`src/rtl/data_mem_pkg.sv`:
```
// Shared definitions for the data-memory arbiter: FSM encoding and default bus widths.
package data_mem_pkg;

  localparam int ADDR_W_DEF = 13;
  localparam int DATA_W_DEF = 32;

  localparam logic [1:0] ST_IDLE  = 2'd0;
  localparam logic [1:0] ST_ISSUE = 2'd1;
  localparam logic [1:0] ST_RESP  = 2'd2;

endpackage

```
`src/rtl/data_mem_arbiter_if.sv`:
```
// Two-requester data-memory bus: requester handshakes plus the shared memory command port.
interface data_mem_arbiter_if
  import data_mem_pkg::*;
#(
  parameter int ADDR_W = ADDR_W_DEF,
  parameter int DATA_W = DATA_W_DEF
);

  logic              m0_req,    m1_req;
  logic              m0_we,     m1_we;
  logic [ADDR_W-1:0] m0_addr,   m1_addr;
  logic [DATA_W-1:0] m0_wdata,  m1_wdata;
  logic              m0_gnt,    m1_gnt;
  logic              m0_rvalid, m1_rvalid;
  logic [DATA_W-1:0] m0_rdata,  m1_rdata;

  logic              mem_read;
  logic              mem_write;
  logic [ADDR_W-1:0] mem_addr;
  logic [DATA_W-1:0] mem_wdata;
  logic [DATA_W-1:0] mem_rdata;
  logic              busy;

  // Arbiter side.
  modport slave (
    input  m0_req, m1_req, m0_we, m1_we, m0_addr, m1_addr, m0_wdata, m1_wdata, mem_rdata,
    output m0_gnt, m1_gnt, m0_rvalid, m1_rvalid, m0_rdata, m1_rdata,
           mem_read, mem_write, mem_addr, mem_wdata, busy
  );

  // Requester / memory side.
  modport master (
    output m0_req, m1_req, m0_we, m1_we, m0_addr, m1_addr, m0_wdata, m1_wdata, mem_rdata,
    input  m0_gnt, m1_gnt, m0_rvalid, m1_rvalid, m0_rdata, m1_rdata,
           mem_read, mem_write, mem_addr, mem_wdata, busy
  );

endinterface

```
`src/rtl/rr_arb2.sv`:
```
// Two-way round-robin selector: a lone requester always wins, ptr breaks ties.
module rr_arb2 (
  input  logic [1:0] req,
  input  logic       ptr,
  output logic [1:0] gnt
);

  always_comb begin
    // NOTE: default assignment first so every path drives gnt and no latch is inferred.
    gnt = 2'b00;
    case (req)
      2'b01:   gnt = 2'b01;
      2'b10:   gnt = 2'b10;
      2'b11:   gnt = ptr ? 2'b10 : 2'b01;
      default: gnt = 2'b00;
    endcase
  end

endmodule

```
`src/rtl/data_mem_arbiter.sv`:
```
// Shares one single-port data memory between two requesters with round-robin arbitration.
// One command at a time: IDLE (grant) -> ISSUE (strobe) -> RESP (reads only) -> IDLE.
module data_mem_arbiter
  import data_mem_pkg::*;
#(
  parameter int ADDR_W = ADDR_W_DEF,
  parameter int DATA_W = DATA_W_DEF
) (
  input logic               clock,
  input logic               reset_n,
  data_mem_arbiter_if.slave bus
);

  logic [1:0]        state;
  logic              ptr;
  logic              owner;
  logic [1:0]        arb_gnt;
  logic [1:0]        gnt;
  logic              accept;
  logic              win;
  logic              sel_we;
  logic [ADDR_W-1:0] sel_addr;
  logic [DATA_W-1:0] sel_wdata;

  rr_arb2 u_rr_arb2 (
    .req ({bus.m1_req, bus.m0_req}),
    .ptr (ptr),
    .gnt (arb_gnt)
  );

  // Grants exist only in IDLE and never while reset is held.
  assign gnt        = (reset_n && state == ST_IDLE) ? arb_gnt : 2'b00;
  assign bus.m0_gnt = gnt[0];
  assign bus.m1_gnt = gnt[1];
  assign accept     = |gnt;
  assign win        = gnt[1];
  assign bus.busy   = (state != ST_IDLE);

  assign sel_we    = win ? bus.m1_we    : bus.m0_we;
  assign sel_addr  = win ? bus.m1_addr  : bus.m0_addr;
  assign sel_wdata = win ? bus.m1_wdata : bus.m0_wdata;

  // NOTE: state is updated with non-blocking assignments so every register sees pre-edge values.
  always_ff @(posedge clock) begin
    if (!reset_n) begin
      state         <= ST_IDLE;
      ptr           <= 1'b0;
      owner         <= 1'b0;
      bus.mem_read  <= 1'b0;
      bus.mem_write <= 1'b0;
      bus.mem_addr  <= '0;
      bus.mem_wdata <= '0;
      bus.m0_rvalid <= 1'b0;
      bus.m1_rvalid <= 1'b0;
      bus.m0_rdata  <= '0;
      bus.m1_rdata  <= '0;
    end else begin
      bus.mem_read  <= 1'b0;
      bus.mem_write <= 1'b0;
      bus.m0_rvalid <= 1'b0;
      bus.m1_rvalid <= 1'b0;
      case (state)
        ST_IDLE: begin
          if (accept) begin
            state         <= ST_ISSUE;
            ptr           <= ~win;
            owner         <= win;
            bus.mem_read  <= ~sel_we;
            bus.mem_write <= sel_we;
            bus.mem_addr  <= sel_addr;
            bus.mem_wdata <= sel_we ? sel_wdata : '0;
          end
        end
        // The strobe that is high right now tells us whether a response phase follows.
        ST_ISSUE: state <= bus.mem_write ? ST_IDLE : ST_RESP;
        ST_RESP: begin
          state <= ST_IDLE;
          if (owner) begin
            bus.m1_rvalid <= 1'b1;
            bus.m1_rdata  <= bus.mem_rdata;
          end else begin
            bus.m0_rvalid <= 1'b1;
            bus.m0_rdata  <= bus.mem_rdata;
          end
        end
        default: state <= ST_IDLE;
      endcase
    end
  end

endmodule

```
`src/flat_wrapper.sv`:
```
// flat-port wrapper written by rule: the top's interface ports become plain ports
module data_mem_arbiter_flat import data_mem_pkg::*;
#(
  parameter int ADDR_W = ADDR_W_DEF,
  parameter int DATA_W = DATA_W_DEF
)
  (clock, reset_n, bus_m0_req, bus_m1_req, bus_m0_we, bus_m1_we, bus_m0_addr, bus_m1_addr, bus_m0_wdata, bus_m1_wdata, bus_mem_rdata, bus_m0_gnt, bus_m1_gnt, bus_m0_rvalid, bus_m1_rvalid, bus_m0_rdata, bus_m1_rdata, bus_mem_read, bus_mem_write, bus_mem_addr, bus_mem_wdata, bus_busy);
  data_mem_arbiter_if #(.ADDR_W(ADDR_W), .DATA_W(DATA_W)) bus_i ();
  input logic clock;
  input logic reset_n;
  input wire logic [$bits(bus_i.m0_req)-1:0] bus_m0_req;
  input wire logic [$bits(bus_i.m1_req)-1:0] bus_m1_req;
  input wire logic [$bits(bus_i.m0_we)-1:0] bus_m0_we;
  input wire logic [$bits(bus_i.m1_we)-1:0] bus_m1_we;
  input wire logic [$bits(bus_i.m0_addr)-1:0] bus_m0_addr;
  input wire logic [$bits(bus_i.m1_addr)-1:0] bus_m1_addr;
  input wire logic [$bits(bus_i.m0_wdata)-1:0] bus_m0_wdata;
  input wire logic [$bits(bus_i.m1_wdata)-1:0] bus_m1_wdata;
  input wire logic [$bits(bus_i.mem_rdata)-1:0] bus_mem_rdata;
  output wire logic [$bits(bus_i.m0_gnt)-1:0] bus_m0_gnt;
  output wire logic [$bits(bus_i.m1_gnt)-1:0] bus_m1_gnt;
  output wire logic [$bits(bus_i.m0_rvalid)-1:0] bus_m0_rvalid;
  output wire logic [$bits(bus_i.m1_rvalid)-1:0] bus_m1_rvalid;
  output wire logic [$bits(bus_i.m0_rdata)-1:0] bus_m0_rdata;
  output wire logic [$bits(bus_i.m1_rdata)-1:0] bus_m1_rdata;
  output wire logic [$bits(bus_i.mem_read)-1:0] bus_mem_read;
  output wire logic [$bits(bus_i.mem_write)-1:0] bus_mem_write;
  output wire logic [$bits(bus_i.mem_addr)-1:0] bus_mem_addr;
  output wire logic [$bits(bus_i.mem_wdata)-1:0] bus_mem_wdata;
  output wire logic [$bits(bus_i.busy)-1:0] bus_busy;
  assign bus_i.m0_req = bus_m0_req;
  assign bus_i.m1_req = bus_m1_req;
  assign bus_i.m0_we = bus_m0_we;
  assign bus_i.m1_we = bus_m1_we;
  assign bus_i.m0_addr = bus_m0_addr;
  assign bus_i.m1_addr = bus_m1_addr;
  assign bus_i.m0_wdata = bus_m0_wdata;
  assign bus_i.m1_wdata = bus_m1_wdata;
  assign bus_i.mem_rdata = bus_mem_rdata;
  assign bus_m0_gnt = bus_i.m0_gnt;
  assign bus_m1_gnt = bus_i.m1_gnt;
  assign bus_m0_rvalid = bus_i.m0_rvalid;
  assign bus_m1_rvalid = bus_i.m1_rvalid;
  assign bus_m0_rdata = bus_i.m0_rdata;
  assign bus_m1_rdata = bus_i.m1_rdata;
  assign bus_mem_read = bus_i.mem_read;
  assign bus_mem_write = bus_i.mem_write;
  assign bus_mem_addr = bus_i.mem_addr;
  assign bus_mem_wdata = bus_i.mem_wdata;
  assign bus_busy = bus_i.busy;
  data_mem_arbiter #(.ADDR_W(ADDR_W), .DATA_W(DATA_W)) u_core (.clock(clock), .reset_n(reset_n), .bus(bus_i));
endmodule
```
`config.mk`:
```
export PLATFORM = sky130hd
export DESIGN_NAME = data_mem_arbiter_flat
export DESIGN_NICKNAME = d
export VERILOG_FILES = /design/src/rtl/data_mem_pkg.sv /design/src/rtl/data_mem_arbiter_if.sv /design/src/rtl/rr_arb2.sv /design/src/rtl/data_mem_arbiter.sv /design/src/flat_wrapper.sv
export SDC_FILE = /design/constraint.sdc
export NUM_CORES = 1
export LEC_CHECK = 0
export BUFFER_PORTS_ARGS = -buffer_cell sky130_fd_sc_hd__clkbuf_2
export CAP_MARGIN = 20
export CELL_PAD_IN_SITES_DETAIL_PLACEMENT = 0
export CELL_PAD_IN_SITES_GLOBAL_PLACEMENT = 2
export CORE_UTILIZATION = 26
export DETAILED_ROUTE_END_ITERATION = 8
export PLACE_DENSITY = 0.87
export SYNTH_ARGS = -nofsm -noshare
export SYNTH_HDL_FRONTEND = slang
export SYNTH_SLANG_ARGS = --single-unit
export TNS_END_PERCENT = 100
```
`constraint.sdc`:
```
create_clock -name clock -period 1.75 [get_ports clock]
set_clock_uncertainty 0.15 [all_clocks]
set_input_delay 0 -clock clock [delete_from_list [all_inputs] [get_ports clock]]
set_output_delay 0 -clock clock [all_outputs]
set_load 0.01 [all_outputs]
```
==> results of run 1 <==
[cell usage after synthesis, drive strengths merged]
master,number
nor3b,34
a21oi,32
nor4bb,1
a221o,12
a22o,1
a21boi,65
a21bo,1
nor2b,1
nand3b,1
buf,27
o21ai,3
or3b,2
o22ai,1
o311a,32
and3b,1
clkbuf,33
and2,2
nor2,1
nand3,2
inv,4
dfxtp,117
o211a,12
a31oi,1
nand2b,1
o21bai,32
or2,1
nand2,164
o41ai,1
[through the flow]
| step | instances | hold WS, ns | power, mW |
|---|---|---|---|
| 3_5_place_dp | 1053 | 0.0783 | 4.03 |
| 2_1_floorplan | 585 | -0.0355 | 3.54 |
| 5_1_grt | 1214 | 0.207 | 8.31 |
| 3_3_place_gp | 1053 | 0.0751 | 4.03 |
| 4_1_cts | 1212 | 0.182 | 8.05 |
| 6_report | 1214 | 0.203 | 7.97 |
[cells by family after synthesis]
logic type	share of synthesized area, %
flip-flops	45.5
AND/OR/NAND/NOR	19.1
buffers and inverters	6.10
AO/OA/AOI/OAI	29.3
[repair_timing]
action                                 in CTS  in global routing
hold buffers                              126                  0
endpoints found under the hold margin     114                  0
setup endpoints to repair                   2                 12
resized for setup                           6                  7
buffers inserted                            1                  1
pin swaps                                   0                  1
[critical path: stages, from the launching register on]
cell	delay, ns
dfxtp_4	0.37
nor3b_4	0.20
buf_6	0.15
nand3_4	0.12
clkinv_8	0.12
clkbuf_2	0.14
[worst paths after layout]
check,startpoint,end,slack (ns)
hold reg to reg,u_core.bus.mem_write$_SDFF_PN0_,u_core.state[1]$_SDFFE_PN0P_,0.27
hold / removal,bus_m0_addr[7],u_core.bus.mem_addr[7]$_SDFFE_PN0P_,0.20
setup / recovery,u_core.state[1]$_SDFFE_PN0P_,bus_m1_gnt,0.09
setup reg to reg,u_core.state[1]$_SDFFE_PN0P_,u_core.bus.mem_addr[11]$_SDFFE_PN0P_,0.13
[state kept, by name (all words and copies together) (netlist names)]
register / cells
u_core.bus.m0_rdata: 32
u_core.bus.m0_rvalid: 1
u_core.bus.m1_rdata: 32
u_core.bus.m1_rvalid: 1
u_core.bus.mem_addr: 13
u_core.bus.mem_read: 1
u_core.bus.mem_wdata: 32
u_core.bus.mem_write: 1
u_core.owner: 1
u_core.ptr: 1
u_core.state: 2
[power by group through the flow]
stage               sequential (mW)  clock, mW  combinational, mW
CTS                            2.89       3.84               1.31
detailed placement             2.95          0               1.08
floorplan                      3.01          0              0.534
global placement               2.95          0               1.08
global route                   2.91       3.96               1.44
finish                         2.89       3.75               1.32
[area by class of cell]
| type | count | area, um2 | share of cell area [%] |
|---|---|---|---|
| clock inverters | 15 | 203 | 2.35 |
| clock buffers | 17 | 425 | 4.93 |
| well taps | 265 | 332 | 3.85 |
| inverters | 4 | 27.5 | 0.319 |
| diodes | 1 | 2.50 | 0.0290 |
| multi-input cells | 404 | 2520 | 29.2 |
| flip-flops and latches | 117 | 2350 | 27.2 |
| repair buffers | 391 | 2770 | 32.1 |
[cells in the final DEF, fill, tap and decap left out, types with 3 or more instances in the layout]
cell / n
nor3b_1: 32
buf_12: 9
o211a_1: 12
inv_6: 3
a21oi_1: 32
dlygate4sd3_1: 126
inv_1: 3
bufinv_16: 4
a21boi_0: 47
o21bai_1: 32
buf_4: 12
clkbuf_2: 242
a21boi_1: 17
clkbuf_16: 17
a221o_1: 12
o311a_1: 32
dfxtp_1: 115
clkinv_4: 3
clkinv_2: 3
nand2_1: 163
[per-layer routing]
metal / track usage, % / part of all wire (%) / vias up
li1: - / - / 2762
met1: 20.9 / 43 / 2604
met2: 30.2 / 48 / 205
met3: 6.04 / 7.4 / 22
met4: 6.96 / 1.6 / 0
met5: 0 / 0 / -
==> out/metrics.cfg, run 1 <==
[run_status]
outcome=completed

[floorplanning]
start_util_pct=26.5
dieArea_um2=20400
die_y_um=143
ios=244
row_count=51
core_um2=19400
die_w_um=143

[setup_path]
arrival_ns=1.51
rr_worst_depth=3
worstPathMaxFanout=15
endpoint_kind=output pin
cp-start-kind=flop
worstPathRequired_ns=1.60
worstSetupPathType=flop to output pin

[power]
power.switching_mw=2.08
power_density_nw_per_um2=925
ir_worst_vdd_v=0.000594
pwr-share-seq_pct=36.3
p_sw_share_pct=26.1
clockPowerShare_pct=47.1
p_comb_share_pct=16.6
p_int_mw=5.89
p_leak_nw=3.89

[hold_path]
whs_path_depth=3
hold_class=primary input to flop

[clocking]
h-tree-depth=4
clock-sinks=117
cts_root_buffer=clkbuf_16
clock_latency_ns=0.42
cts.clk_slew.worst_paths_ns=0.06
cts_tree=done
clockBufferDepth=2
cts_buffers=17

[place]
place_area_um2=6680
portBuffers=243
globalplace.congestion=0.754
dp_slack_ns=0.143
hpwl_um=11300

[yosys]
synth_area_um2=5140
syn_avg_cell_area_um2=8.79
yosysSeqAreaShare_pct=45.5
synth-seq-cells=117
netlist.area_leader.share_pct=45.5
syn_inst=585
synth_cell_types=36
yosysTopAreaCell=dfxtp_1
synth_area_leaders=dfxtp_1 46%, nand2_1 12%, a21boi_0 7.0%
syn-num-nets=713
yosysWarningCount=0

[sta]
setup_viol=0
fin_crit_ns=1.66
fin_crit_sh_pct=94.6
setup_tns_ns=0
slew_headroom_pct=49.5
rsz0062_at_grt=no
worst_pin_slew_ns=0.758
slew_violations=0
setup_ws_ns=0.0940
max_freq_ghz=0.604
hold_violations=0

[layout]
area_delta_synth_final_pct=67.6
post-route-cell-area_um2=8620
fin_util_pct=44.4
drive_gt1_share_pct=32.6
fin_nets=1063
fillCellCount=1971

[route]
vias=5593
vias_per_cell=4.61
ant_nets=0
drtIter0Drc=196
wire_per_inst_um=15.0
wl_um=18300
first_pass_iters=4
drcViolationCount=0

[global_route]
grt_pass1_wl_um=28400
antenna_found_initial=1
grt_overflow=0
grt_pass1_vias=5612
grt_use_total_pct=17.9
grt_max_degree=82

[job]
drv_cap=0

Note: power is estimated with default switching activity, not from simulation.
==> inputs of run 2 (changes only) <==
==> constraint.sdc (replaced) <==
create_clock -name clock -period 1.75 [get_ports clock]
set_clock_uncertainty 0.15 [all_clocks]
set_input_delay 0 -clock clock [delete_from_list [all_inputs] [get_ports clock]]
set_output_delay 0 -clock clock [all_outputs]
set_load 0.1 [all_outputs]
==> out/metrics.cfg, run 2 (synthesis gave the netlist of run 1 again) <==
[place]
portBuffers=243  ; unchanged
hpwl_um=11300  ; about the same
dp_cells=1051  ; -0.19%
globalplace.congestion=0.745  ; -1.2%
dp_slack_ns=0.118  ; -0.0249 ns

[clocking]
clockBufferDepth=2  ; unchanged
cts.clk_slew.worst_paths_ns=0.06  ; about the same
h-tree-depth=4  ; unchanged
cts_tree=done
cts_root_buffer=clkbuf_16
clock-sinks=117  ; unchanged
clock_latency_ns=0.41  ; about the same
cts_buffers=17  ; unchanged

[sta]
hold_violations=0  ; unchanged
max_freq_ghz=0.585  ; -3.1%
rsz0062_at_grt=yes
worst_pin_slew_ns=0.582  ; -0.176 ns
timing.hold.ws_ns=0.0623  ; -0.141 ns
slew_violations=0  ; unchanged
setup_viol=0  ; unchanged
slew_headroom_pct=61.4  ; +12 points
fin_crit_ns=1.71  ; +0.0534 ns
setup_ws_ns=0.0406  ; -0.0534 ns
fin_crit_sh_pct=97.7  ; +3.1 points

[layout]
drive_gt1_share_pct=32.6  ; +0.037 points
layout_commonest_cell=clkbuf_2
finalNonFillerCells=1216  ; +0.16%
top_regs=u_core.bus.m0_rdata (32), u_core.bus.m1_rdata (32), u_core.bus.mem_wdata (32)
fin_nets=1065  ; +0.19%
final_cell_mix=239 x clkbuf_2, 164 x nand2_1, 126 x dlygate4sd3_1
area_delta_synth_final_pct=68.4

[route]
drtIter0Drc=227  ; +16%
wl_um=18500  ; +1.2%
drcViolationCount=0  ; unchanged
wire_per_inst_um=15.2  ; +0.99%
vias=5619  ; +0.46%
vias_per_cell=4.62  ; +0.30%
ant_nets=0  ; unchanged
first_pass_iters=4  ; unchanged

[floorplanning]
die_w_um=143  ; unchanged
core_um2=19400  ; unchanged
row_count=51  ; unchanged
dieArea_um2=20400  ; unchanged
die_y_um=143  ; unchanged
start_util_pct=26.5  ; unchanged
ios=244  ; unchanged

[setup_path]
slowest_stage=dfxtp_4
regToRegSetupSlack_ns=0.06  ; -0.07 ns
cp_num_buf_inv=4  ; +1
worstPathRequired_ns=1.60  ; about the same
worstSetupPathType=flop to output pin
worstPathMaxFanout=7  ; -8
cp_cell_sequence=nor3b_4, buf_6, nand2_1, inv_2, buf_12, buf_16
max_stage_delay_ns=0.37  ; about the same
arrival_ns=1.56  ; +0.05 ns
cp-start-kind=flop
endpoint_kind=output pin
path_delay_family=buffers and inverters

[global_route]
antenna_found_initial=1  ; unchanged
grt_max_degree=115  ; +40%
grt_overflow=0  ; unchanged
grt_pass1_wl_um=28800  ; +1.6%
grt_use_total_pct=18.3  ; +0.37 points
grt_pass1_vias=5506  ; -1.9%

[power]
p_sw_share_pct=35.2  ; +9.2 points
power_density_nw_per_um2=1020  ; +9.9%
power.switching_mw=3.10  ; +49%
clockPowerShare_pct=40.8  ; -6.3 points
ir_worst_vdd_v=0.000611  ; +2.8%
p_comb_share_pct=26.3  ; +9.7 points
p_leak_nw=3.89  ; +0.19%
p_int_mw=5.70  ; -3.2%
pwr-share-seq_pct=32.9  ; -3.4 points

[job]
drv_cap=0  ; unchanged

[run_status]
outcome=completed

[hold_path]
hold_class=primary input to flop

## run 2: cell count changes in the layout (fill, tap and decap cells not counted), sizes merged
cell,change
clkinv,-6
buf,+5
inv,+5
bufinv,-2
clkbuf,-2
clkinvlp,+2
## run 2: cell type report
type / count / area (um2)
multi-input cells: 404 / 2500
inverters: 4 / 20.0
diodes: 1 / 2.50
clock inverters: 14 / 165
well taps: 265 / 332
fillers: 1959 / 10700
clock buffers: 18 / 439
repair buffers: 393 / 2850
flip-flops and latches: 117 / 2350
## run 2: final timing paths
| kind | from | end | cells after the start |
|---|---|---|---|
| hold reg to reg | u_core.bus.m0_rdata[24]$_SDFFE_PN0P_ | u_core.bus.m0_rdata[24]$_SDFFE_PN0P_ | 2 |
| setup reg to reg | u_core.state[1]$_SDFFE_PN0P_ | u_core.bus.mem_wdata[27]$_SDFFE_PN0P_ | 6 |
| setup / recovery | u_core.state[1]$_SDFFE_PN0P_ | bus_m0_gnt | 6 |
| hold / removal | bus_m0_we | u_core.bus.mem_read$_SDFF_PN0_ | 3 |
## run 2: power groups by stage
stage / Sequential [mW] / Combinational, mW / Clock [mW]
2_1_floorplan: 3.93 / 0.580 / 0
3_3_place_gp: 2.95 / 2.07 / 0
3_5_place_dp: 2.95 / 2.07 / 0
4_1_cts: 2.90 / 2.31 / 3.69
5_1_grt: 2.91 / 2.44 / 3.82
6_report: 2.90 / 2.31 / 3.59
## run 2: routing by layer
layer,wire length [um],GRT usage (%)
met5,0,0
met4,235,5.04
met3,1500,7.11
met2,8880,31.4
met1,7860,21.0
## run 2: what timing repair did
item	CTS	global route
setup endpoints to repair	3	3
hold buffers	127	0
resized for setup	9	0
hold endpoints to repair	114	0
pin swaps	1	6
buffers inserted	3	3
## run 2: worst min-delay path: stages
cell and delay [ns]:
clkbuf_2 0.30, buf_4 0.19, o22ai_1 0.07
## run 2: through the flow
| stage | instance area, um2 | setup TNS, ns | power (mW) | utilization, % |
|---|---|---|---|---|
| after global placement | 6730 | 0 | 5.02 | 34.7 |
| final | 8660 | 0 | 8.80 | 44.7 |
| after CTS | 8650 | 0 | 8.90 | 44.6 |
| after floorplan | 5150 | 0 | 4.51 | - |
| after detailed placement | 6730 | 0 | 5.02 | 34.7 |
| after global routing | 8660 | -0.152 | 9.17 | 44.7 |
